File: src/rtl/stream_arbiter_pkg.sv
// Shared types and constants for the packet-level round-robin stream arbiter.
package stream_arbiter_pkg;

    localparam int BEAT_CNT_W = 16;
    localparam int IDX_W      = 3;

    typedef enum logic {
        ARB_IDLE = 1'b0,
        ARB_BUSY = 1'b1
    } arb_state_e;

endpackage

File: src/rtl/stream_arbiter_rr_pick.sv
// Combinational round-robin picker: first set request after last_idx, wrapping modulo NUM_REQ.
module rr_pick
    import stream_arbiter_pkg::*;
#(
    parameter int NUM_REQ = 4
) (
    input  logic [NUM_REQ-1:0] req,
    input  logic [IDX_W-1:0]   last_idx,
    output logic [IDX_W-1:0]   next_idx,
    output logic               found
);

    // Distances are scanned from farthest to nearest so the nearest hit is written last and wins.
    always_comb begin
        next_idx = last_idx;
        found    = 1'b0;
        for (int d = NUM_REQ; d >= 1; d--) begin
            for (int i = 0; i < NUM_REQ; i++) begin
                if (req[i] && (((int'(last_idx) + d) % NUM_REQ) == i)) begin
                    next_idx = IDX_W'(i);
                    found    = 1'b1;
                end
            end
        end
    end

endmodule

File: src/rtl/stream_arbiter.sv
// Packet-level round-robin arbiter merging NUM_REQ valid/ready streams into one output stream.
// Handshake: a beat moves on a rising clk edge when valid and ready are both high; valid never waits on ready.
module stream_arbiter
    import stream_arbiter_pkg::*;
#(
    parameter int NUM_REQ    = 4,
    parameter int DATA_WIDTH = 8,
    parameter int MAX_BEATS  = 256
) (
    input  logic                          clk,
    input  logic                          reset_n,
    input  logic [NUM_REQ-1:0]            req_valid,
    input  logic [NUM_REQ*DATA_WIDTH-1:0] req_data,
    input  logic [NUM_REQ-1:0]            req_last,
    output logic [NUM_REQ-1:0]            req_ready,
    output logic                          stream_out_valid,
    output logic [DATA_WIDTH-1:0]         stream_out_data,
    output logic                          stream_out_last,
    input  logic                          stream_out_ready,
    output logic                          grant_valid,
    output logic [IDX_W-1:0]              grant_idx,
    output logic [BEAT_CNT_W-1:0]         beat_count,
    output logic                          overrun_err,
    output arb_state_e                    state_dbg
);

    localparam logic [BEAT_CNT_W-1:0] MAX_CNT = BEAT_CNT_W'(MAX_BEATS);

    arb_state_e              state_q, state_d;
    logic [IDX_W-1:0]        grant_q, grant_d;
    logic [BEAT_CNT_W-1:0]   cnt_q, cnt_d, cnt_inc;
    logic                    ovr_q, ovr_d;

    logic [IDX_W-1:0]        pick_idx;
    logic                    pick_found;

    logic                    sel_valid;
    logic                    sel_last;
    logic [DATA_WIDTH-1:0]   sel_data;
    logic                    busy;
    logic                    beat_fire;

    rr_pick #(
        .NUM_REQ (NUM_REQ)
    ) u_rr_pick (
        .req      (req_valid),
        .last_idx (grant_q),
        .next_idx (pick_idx),
        .found    (pick_found)
    );

    always_comb begin
        sel_valid = 1'b0;
        sel_last  = 1'b0;
        sel_data  = '0;
        for (int i = 0; i < NUM_REQ; i++) begin
            if (grant_q == IDX_W'(i)) begin
                sel_valid = req_valid[i];
                sel_last  = req_last[i];
                sel_data  = req_data[i*DATA_WIDTH +: DATA_WIDTH];
            end
        end
    end

    assign busy      = (state_q == ARB_BUSY);
    assign beat_fire = busy && sel_valid && stream_out_ready;
    assign cnt_inc   = cnt_q + 1'b1;

    // Only last or the beat limit ends a grant; a grantee dropping valid simply stalls it.
    always_comb begin
        state_d = state_q;
        grant_d = grant_q;
        cnt_d   = cnt_q;
        ovr_d   = ovr_q;
        case (state_q)
            ARB_IDLE: begin
                if (pick_found) begin
                    state_d = ARB_BUSY;
                    grant_d = pick_idx;
                    cnt_d   = '0;
                end
            end
            ARB_BUSY: begin
                if (beat_fire) begin
                    cnt_d = cnt_inc;
                    if (sel_last) begin
                        state_d = ARB_IDLE;
                    end else if (cnt_inc == MAX_CNT) begin
                        state_d = ARB_IDLE;
                        ovr_d   = 1'b1;
                    end
                end
            end
            default: state_d = ARB_IDLE;
        endcase
    end

    // grant_q resets to the top index so requester 0 is the first one searched.
    always_ff @(posedge clk or negedge reset_n) begin
        if (!reset_n) begin
            state_q <= ARB_IDLE;
            grant_q <= IDX_W'(NUM_REQ - 1);
            cnt_q   <= '0;
            ovr_q   <= 1'b0;
        end else begin
            state_q <= state_d;
            grant_q <= grant_d;
            cnt_q   <= cnt_d;
            ovr_q   <= ovr_d;
        end
    end

    always_comb begin
        req_ready = '0;
        for (int i = 0; i < NUM_REQ; i++) begin
            if (busy && (grant_q == IDX_W'(i))) begin
                req_ready[i] = stream_out_ready;
            end
        end
    end

    assign stream_out_valid = busy && sel_valid;
    assign stream_out_data  = busy ? sel_data : '0;
    assign stream_out_last  = busy && sel_last;
    assign grant_valid      = busy;
    assign grant_idx        = grant_q;
    assign beat_count       = cnt_q;
    assign overrun_err      = ovr_q;
    assign state_dbg        = state_q;

endmodule

File: config.mk
export PLATFORM = sky130hd
export DESIGN_NAME = stream_arbiter
export DESIGN_NICKNAME = d
export VERILOG_FILES = /design/src/rtl/stream_arbiter_pkg.sv /design/src/rtl/stream_arbiter_rr_pick.sv /design/src/rtl/stream_arbiter.sv
export SDC_FILE = /design/constraint.sdc
export NUM_CORES = 1
export LEC_CHECK = 0
export ABC_AREA = 0
export CAP_MARGIN = 0
export CORE_MARGIN = 8
export CORE_UTILIZATION = 55
export CTS_CLUSTER_SIZE = 28
export DETAILED_ROUTE_END_ITERATION = 8
export DONT_BUFFER_PORTS = 1
export PLACE_DENSITY = 0.8
export SYNTH_ARGS = -nofsm -noshare
export SYNTH_HDL_FRONTEND = slang
export SYNTH_SLANG_ARGS = --single-unit
File: constraint.sdc
create_clock -name clk -period 4 [get_ports clk]
set_input_delay 0.4 -clock clk [delete_from_list [all_inputs] [get_ports clk]]
set_output_delay 0.4 -clock clk [all_outputs]
set_load 0.02 [all_outputs]
==> summary.txt, run 1 <==
Outcome
  – Result of the run: finished, final reports clean

Cells and area
  – Fill cell total of the finished layout: 273
  – Layout cell share with drive strength beyond 1: 14.1%
  – Final net count: 230
  – Sequential Area: 503 sq um
  – Core Util, Final: 57.3%
  – Area overhead of the layout relative to synthesis: -0.214%
  – Diode count: 0
  – Multi-input combinational cell area: 1130 sq um

Logic synthesis
  – Total of flip-flops plus latches after synthesis: 20
  – Share of the yosys chip area belonging to registers: 28.7%
  – Fraction of registers with async set/reset: 100%
  – Most area-hungry cell type in the Yosys netlist: sky130_fd_sc_hd__dfrtp_1
  – Netlist area before placement: 1750 sq um
  – Ranking of synthesized cells by instance count: 22 x sky130_fd_sc_hd__o21ai_0, 18 x sky130_fd_sc_hd__dfrtp_1, 14 x sky130_fd_sc_hd__nor2_1, 12 x sky130_fd_sc_hd__nand2_1
  – EDFF count, synth: 0
  – Count of different cell masters after synthesis: 48
  – Most common cell in the synthesized netlist: sky130_fd_sc_hd__o21ai_0
  – Ys flop type: sky130_fd_sc_hd__dfrtp_1
  – Leading post-synthesis cells by cell area: sky130_fd_sc_hd__dfrtp_1 26%, sky130_fd_sc_hd__mux4_2 13%, sky130_fd_sc_hd__o21ai_0 6.3%
  – Post-Syn Area per Cell: 8.85 sq um
  – Synthesized netlist net count: 242
  – Proportion of netlist area held by the largest area contributor: 25.7%
  – Synthesized instance count: 198
  – Synth warnings: 0

Global routing
  – Vias in the first global route: 1370
  – Largest net degree at the start of global routing: 33
  – Initial antenna violation count: 0
  – Wire length of the first global-routing pass: 7040 um
  – Overall routing resource usage: 16.6%
  – Remaining Overflow, GRT: 0

Placed design
  – RePlAce Congestion: 0.831
  – Number of port buffers: 0
  – Total half-perimeter wirelength after legalization and detailed placement: 3500 um

Route
  – Average wire per cell in the routed design: 20.0 um
  – Via count: 1499
  – DRC viols: 0
  – Drt via density: 6.55
  – Total length of routed wires: 4590 um
  – Count of TritonRoute iterations in the first routing pass: 4
  – Number of routed nets with antenna violations: 0
  – Detailed Route Iter0 Violations: 134

Pwr
  – Power density over cell area: 555 nW/um^2
  – PnR Total Power: 0.971 mW
  – Largest vdd supply drop: 0.000327 V
  – Standby leakage power: 0.679 nW

Critical path
  – Depth of the worst register-to-register path: 6
  – Required time reported for the critical path endpoint: 4220 ps
  – Slowest CP cell: sky130_fd_sc_hd__dfstp_2
  – Reg2reg start: grant_idx[0]
  – Worst endpoint data arrival time: 2920 ps
  – Worst path depth: 6
  – Category of the most critical setup path: reg -> reg
  – RR Endpoint: beat_count[15]
  – Highest net fanout along the worst path: 32
  – Kind of capture point of the worst setup path: register
  – Peak per-stage delay on the critical path: 880 ps
  – Beginning of the critical path: grant_idx[0]
  – Critical-path cell list: mux4_2 -> nand3_1 -> buf_4 -> and2_1 -> o21ai_0 -> o21ai_1
  – R2R setup slack: 1300 ps
  – Kind of cell adding the most delay to the critical path: flip-flops
  – Category of the worst setup path launch point: register
  – End point of the critical path: beat_count[15]
  – Combined buffer and inverter count along the critical path: 1

Timing
  – Worst Tran Pin Value: 885 ps
  – Highest Clock Rate: 371 MHz
  – Setup repair after global routing missed its margin: false
  – Worst slew margin: 40.8%
  – Hold Violations, Final: 0
  – Total count of max-transition violations in the final report: 0
  – Skew final: 15.0 ps
  – Minimum clock period after layout: 2700 ps
  – Final setup violating endpoints: 0
  – Post-route clock period utilization: 67.5%
  – Setup Total Neg Slack: 0 ps

Die
  – Chip height: 72.4 um
  – Area of the core region: 3050 sq um
  – Initial Utilization: 57.4%
  – X dimension of the die: 72.4 um
  – Area of the die: 5250 sq um
  – Row count: 20
  – I/O pins: 79

Clocking
  – Clk sink count: 20
  – Depth of the CTS H-tree: 1
  – CTS tree: done
  – Reg clk slew, reported paths: 100 ps
  – Buffers inserted during post-CTS setup optimization: 0
  – Maximum root-to-sink buffer count: 2
  – Number of CTS-inserted buffers: 3
  – CTS root buf: sky130_fd_sc_hd__clkbuf_4
  – Worst-Skew Late Latency: 300 ps

Min path
  – Type of the most critical hold path: in -> reg

Run
  – Maximum Capacitance Violations: 0
[placed cells by master, fill, tap and decap left out, types with 2 or more instances in the layout]
cell type / Yosys / layout
sky130_fd_sc_hd__nand2_1: 12 / 12
sky130_fd_sc_hd__nand2b_1: 6 / 6
sky130_fd_sc_hd__a211o_1: 2 / 2
sky130_fd_sc_hd__mux4_2: 10 / 10
sky130_fd_sc_hd__clkbuf_4: 0 / 3
sky130_fd_sc_hd__nand3_1: 11 / 11
sky130_fd_sc_hd__nor2b_1: 4 / 4
sky130_fd_sc_hd__nor3b_1: 4 / 4
sky130_fd_sc_hd__a21oi_1: 9 / 9
sky130_fd_sc_hd__nor3_1: 3 / 3
sky130_fd_sc_hd__o21ai_0: 22 / 22
sky130_fd_sc_hd__nor2_1: 14 / 14
sky130_fd_sc_hd__o31ai_1: 9 / 9
sky130_fd_sc_hd__dfstp_2: 2 / 2
sky130_fd_sc_hd__xor2_1: 2 / 2
sky130_fd_sc_hd__xnor2_1: 2 / 2
sky130_fd_sc_hd__inv_1: 4 / 4
sky130_fd_sc_hd__dfrtp_1: 18 / 18
sky130_fd_sc_hd__mux2i_1: 3 / 3
sky130_fd_sc_hd__and2_1: 11 / 11
sky130_fd_sc_hd__nand4_1: 5 / 5
sky130_fd_sc_hd__o21ai_1: 3 / 3
sky130_fd_sc_hd__and3_1: 2 / 2
[flip-flops by register name, indices dropped and copies added (netlist names)]
signal	cells
beat_count	16
grant_valid	1
overrun_err	1
grant_idx	2
[timing repair]
item | 4_1_cts | 5_1_grt
hold buffers | 1 | 0
hold endpoints to repair | 20 | 0
gates resized for setup | 0 | 0
[area by class of cell]
cell class	count	area share [%]
inverter	5	1.07
tap	44	3.15
clock buffer	4	1.50
timing repair buffer	2	1.00
multi-input combinational	154	64.5
sequential	20	28.8
[through the flow]
step / hold slack [ps] / instances / area (sq um) / setup WS [ps]
6_report: 280 / 229 / 1750 / 1300
5_1_grt: 310 / 229 / 1750 / 1080
4_1_cts: 289 / 229 / 1750 / 1330
3_5_place_dp: 105 / 224 / 1710 / 1330
3_3_place_gp: 105 / 224 / 1710 / 1400
2_1_floorplan: 104 / 198 / 1750 / 1740
[how the worst min path moves through the flow]
stage | start | slack (ps) | end | depth (start not counted)
final | stream_out_ready | 280 | beat_count[2] | 2
after global routing | stream_out_ready | 310 | beat_count[2] | 2
after CTS | stream_out_ready | 290 | beat_count[2] | 2
after detailed placement | reset_n | 110 | beat_count[8] | 0
after global placement | reset_n | 110 | beat_count[8] | 0
after floorplan | reset_n | 100 | beat_count[0] | 0
[power by group]
group	switching, mW	internal (mW)
Sequential	0.161	0.238
Clock	0.0618	0.0388
Combinational	0.276	0.194
[metal layers]
metal  up-vias  track usage, %  wire (um)
met5         -               0          0
met4         0            3.33          9
met3         2            5.65        421
met2        52            27.8       2390
met1       739            20.2       1770
li1        706               -          -
[kinds of logic after synthesis]
group	Yosys count	synth area share [%]
AOI/OAI and AO/OA	52	18.8
xor gates and xnor gates	4	2.00
muxes	13	14.6
and+or+nand+nor	83	28.1
other	1	0.214
DFF	20	28.7
adders and majority gates	1	0.714
buffers and inverters	24	6.93
Note: power is estimated with default switching activity, not from simulation.
==> inputs of run 2 (changes only) <==
- ABC_AREA: 0 -> 1
- clock period: 4 -> 2.7 ns (I/O delays scaled with it)
==> run 2 against run 1 <==
  * Non-clock buffer count rose by 2
  * Critical path depth unchanged
  * Worst hold slack got worse by 150 ps
  * Area after synthesis increased by 0.14%
  * Sequential share of layout area decreased by 0.80 points
  * Register-to-register slack worse by 770 ps
  * Flip-flop and latch count unchanged
  * Clock power rose by 36%
  * Highest routed layer unchanged
==> summary.txt, run 2 <==
Logic synthesis
  – Synthesized instance count: 246 (+24%)
  – Ys flop type: sky130_fd_sc_hd__dfrtp_1
  – Post-Syn Area per Cell: 7.13 sq um (-19%)
  – Proportion of netlist area held by the largest area contributor: 25.7% (-0.037 points)
  – Fraction of registers with async set/reset: 100% (unchanged)
  – Synthesized netlist net count: 290 (+20%)
  – Netlist area before placement: 1750 sq um (+0.14%)
  – Ranking of synthesized cells by instance count: 68 x sky130_fd_sc_hd__nand2_1, 25 x sky130_fd_sc_hd__inv_1, 25 x sky130_fd_sc_hd__nor2_1, 18 x sky130_fd_sc_hd__dfrtp_1, 13 x sky130_fd_sc_hd__o21ai_0
  – Total of flip-flops plus latches after synthesis: 20 (unchanged)
  – Most area-hungry cell type in the Yosys netlist: sky130_fd_sc_hd__dfrtp_1
  – Share of the yosys chip area belonging to registers: 28.7% (-0.041 points)
  – EDFF count, synth: 0 (unchanged)
  – Leading post-synthesis cells by cell area: sky130_fd_sc_hd__dfrtp_1 26%, sky130_fd_sc_hd__nand2_1 15%, sky130_fd_sc_hd__o22ai_2 7.1%
  – Most common cell in the synthesized netlist: sky130_fd_sc_hd__nand2_1
  – Count of different cell masters after synthesis: 37 (-23%)
  – Synth warnings: 0 (unchanged)

Die
  – I/O pins: 79 (unchanged)
  – Row count: 20 (unchanged)
  – Area of the die: 5250 sq um (+0.11%)
  – Initial Utilization: 57.5% (+0.082 points)
  – Area of the core region: 3050 sq um (unchanged)
  – Chip height: 72.5 um (about the same)
  – X dimension of the die: 72.5 um (about the same)

Timing
  – Post-route clock period utilization: 90.0%
  – Worst slew margin: 41.9% (+1.1 points)
  – Setup repair after global routing missed its margin: false
  – Minimum clock period after layout: 2430 ps
  – Hold Violations, Final: 0 (unchanged)
  – Setup Total Neg Slack: 0 ps (unchanged)
  – Worst Tran Pin Value: 869 ps (-16.0 ps)
  – Total count of max-transition violations in the final report: 0 (unchanged)
  – Final setup violating endpoints: 0 (unchanged)
  – Highest Clock Rate: 411 MHz
  – Skew final: 8.74 ps (-6.26 ps)

Cells and area
  – Non-filler cells in the finished layout: 289 (+26%)
  – Area overhead of the layout relative to synthesis: 2.50%
  – Most common cell after layout, fill and taps aside: sky130_fd_sc_hd__nand2_1
  – Diode count: 0 (unchanged)
  – Final net count: 291 (+27%)
  – Most frequent cells in the layout: 68 x sky130_fd_sc_hd__nand2_1, 25 x sky130_fd_sc_hd__nor2_1, 25 x sky130_fd_sc_hd__inv_1, 18 x sky130_fd_sc_hd__dfrtp_1, 13 x sky130_fd_sc_hd__o21ai_0
  – Layout cell share with drive strength beyond 1: 16.7% (+2.7 points)
  – Largest register FFs: 16 (unchanged)
  – Fill cell total of the finished layout: 299 (+9.5%)

Clocking
  – Maximum root-to-sink buffer count: 2 (unchanged)
  – CTS root buf: sky130_fd_sc_hd__clkbuf_4
  – Worst-Skew Late Latency: 300 ps (about the same)
  – Total of cells resized after clock tree synthesis: 0 (unchanged)
  – Buffers inserted during post-CTS setup optimization: 0 (unchanged)
  – Number of CTS-inserted buffers: 3 (unchanged)
  – CTS tree: done
  – Depth of the CTS H-tree: 1 (unchanged)
  – Reg clk slew, reported paths: 100 ps (about the same)
  – Clk sink count: 20 (unchanged)

Route
  – Detailed Route Iter0 Violations: 79 (-41%)
  – Average wire per cell in the routed design: 15.4 um (-23%)
  – DRC viols: 0 (unchanged)
  – Total length of routed wires: 4460 um (-2.9%)
  – Number of routed nets with antenna violations: 0 (unchanged)
  – Drt via density: 5.62 (-14%)
  – Via count: 1625 (+8.4%)
  – Count of TritonRoute iterations in the first routing pass: 4 (unchanged)

Global routing
  – Overall routing resource usage: 16.6% (+0.019 points)
  – Wire length of the first global-routing pass: 7130 um (+1.2%)
  – Initial antenna violation count: 0 (unchanged)
  – Largest net degree at the start of global routing: 21 (-36%)
  – Remaining Overflow, GRT: 0 (unchanged)
  – Vias in the first global route: 1494 (+9.1%)

Min path
  – Hold-critical path depth: 3 (+1)
  – Type of the most critical hold path: in -> reg

Critical path
  – End point of the critical path: stream_out_data[6]
  – Kind of capture point of the worst setup path: output pin
  – Peak per-stage delay on the critical path: 850 ps (-30 ps)
  – Combined buffer and inverter count along the critical path: 1 (unchanged)
  – Library cell appearing most often on the critical path: sky130_fd_sc_hd__o21ai_0
  – Worst endpoint data arrival time: 2160 ps (-760 ps)
  – R2R setup slack: 530 ps (-770 ps)
  – Category of the worst setup path launch point: register
  – Beginning of the critical path: grant_idx[0]
  – Category of the most critical setup path: reg -> out
  – Depth of the worst register-to-register path: 11 (+5)
  – Worst path depth: 6 (unchanged)
  – Critical-path cell list: nor2_4 -> inv_1 -> o22ai_1 -> o21ai_0 -> o21ai_0 -> nor2_1
  – Reg2reg start: grant_idx[0]
  – Kind of cell adding the most delay to the critical path: flip-flops
  – Slowest CP cell: sky130_fd_sc_hd__dfstp_2
  – RR Endpoint: beat_count[2]
  – Required time reported for the critical path endpoint: 2430 ps (-1790 ps)
  – Highest net fanout along the worst path: 10 (-69%)

Placed design
  – Number of port buffers: 0 (unchanged)
  – Count of placed standard cells including taps: 285 (+27%)
  – Total half-perimeter wirelength after legalization and detailed placement: 3540 um (+1.3%)
  – RePlAce Congestion: 0.883 (+6.3%)

Pwr
  – Relative contribution of sequential cells to total power: 30.4% (-11 points)
  – Proportion of power drawn by combinational gates: 62.1% (+14 points)
  – Clock network power share: 7.5% (-2.9 points)
  – Standby leakage power: 0.773 nW (+14%)
  – Sw Share: 58.6% (+7.2 points)
  – Power density over cell area: 1010 nW/um^2 (+82%)
  – Net switching component of the power: 1.06 mW (+110%)
  – Largest vdd supply drop: 0.000468 V (+43%)
  – Int Power: 0.751 mW (+59%)

Run
  – Maximum Capacitance Violations: 0 (unchanged)

Outcome
  – Result of the run: finished, final reports clean
run 2: cell type report:
type,count,area [sq um],area share [%]
sequential,20,503,28.0
inverter,31,126,7.03
tap,44,55.1,3.06
clock buffer,3,22.5,1.25
multi-input combinational,187,1060,58.9
timing repair buffer,4,32.5,1.81
run 2: kinds of logic (layout without fill, tap and decap cells):
group           after synthesis  count (layout)  share of synthesized area, %
simple gates                127             127                          34.0
compound gates               50              50                          21.4
buf+inv                      39              38                          11.0
flops                        20              20                          28.7
xor+xnor                      8               8                          3.99
fa+ha+maj                     1               1                         0.713
other cells                   1               1                         0.214
run 2: worst min-delay path by stage:
| stage | start | end | slack [ps] |
|---|---|---|---|
| global placement | reset_n | beat_count[14] | -30 |
| global route | req_valid[2] | grant_idx[0] | 160 |
| finish | req_valid[2] | grant_idx[0] | 130 |
| CTS | req_valid[2] | grant_idx[0] | 120 |
| detailed placement | reset_n | beat_count[12] | -30 |
| floorplan | reset_n | beat_count[0] | -30 |
run 2: power groups by stage:
stage | sequential, mW | clock, mW | combinational, mW
global route | 0.566 | 0.153 | 1.25
floorplan | 0.467 | 0 | 1.06
CTS | 0.553 | 0.145 | 1.13
finish | 0.551 | 0.137 | 1.13
detailed placement | 0.558 | 0 | 1.12
global placement | 0.558 | 0 | 1.10
run 2: timing repair:
action                                 CTS  global route
hold buffers                             1             0
endpoints found under the hold margin   20             0
setup endpoints to repair                0             0
run 2: worst reg2reg max path, cell delays in order (launching register included):
cell                      delay, ps
sky130_fd_sc_hd__dfstp_2        850
sky130_fd_sc_hd__inv_6           90
sky130_fd_sc_hd__nor2_4         200
sky130_fd_sc_hd__nand2_1        110
sky130_fd_sc_hd__nand2_1         70
sky130_fd_sc_hd__inv_1           50
sky130_fd_sc_hd__nand4_2        120
sky130_fd_sc_hd__o21ai_4        100
sky130_fd_sc_hd__nand2_4        200
sky130_fd_sc_hd__inv_2           90
sky130_fd_sc_hd__a21oi_1        120
sky130_fd_sc_hd__nor2_1          50
run 2: per-layer routing:
metal | track usage (%) | routed length (um) | part of all wire, %
met4 | 3.56 | 36 | 0.81
met2 | 27.4 | 2140 | 48
met1 | 20.4 | 1820 | 41
met5 | 0 | 0 | 0
met3 | 5.79 | 464 | 10
run 2: per-stage QoR:
step	cell area (sq um)	power [mW]	hold slack [ps]	setup WS (ps)	util [%]
2_1_floorplan	1750	1.53	-25.6	632	-
3_3_place_gp	1770	1.66	-25.1	592	57.8
3_5_place_dp	1770	1.67	-25.1	547	57.8
4_1_cts	1800	1.83	116	269	58.9
5_1_grt	1800	1.97	156	133	58.9
6_report	1800	1.82	127	269	58.9
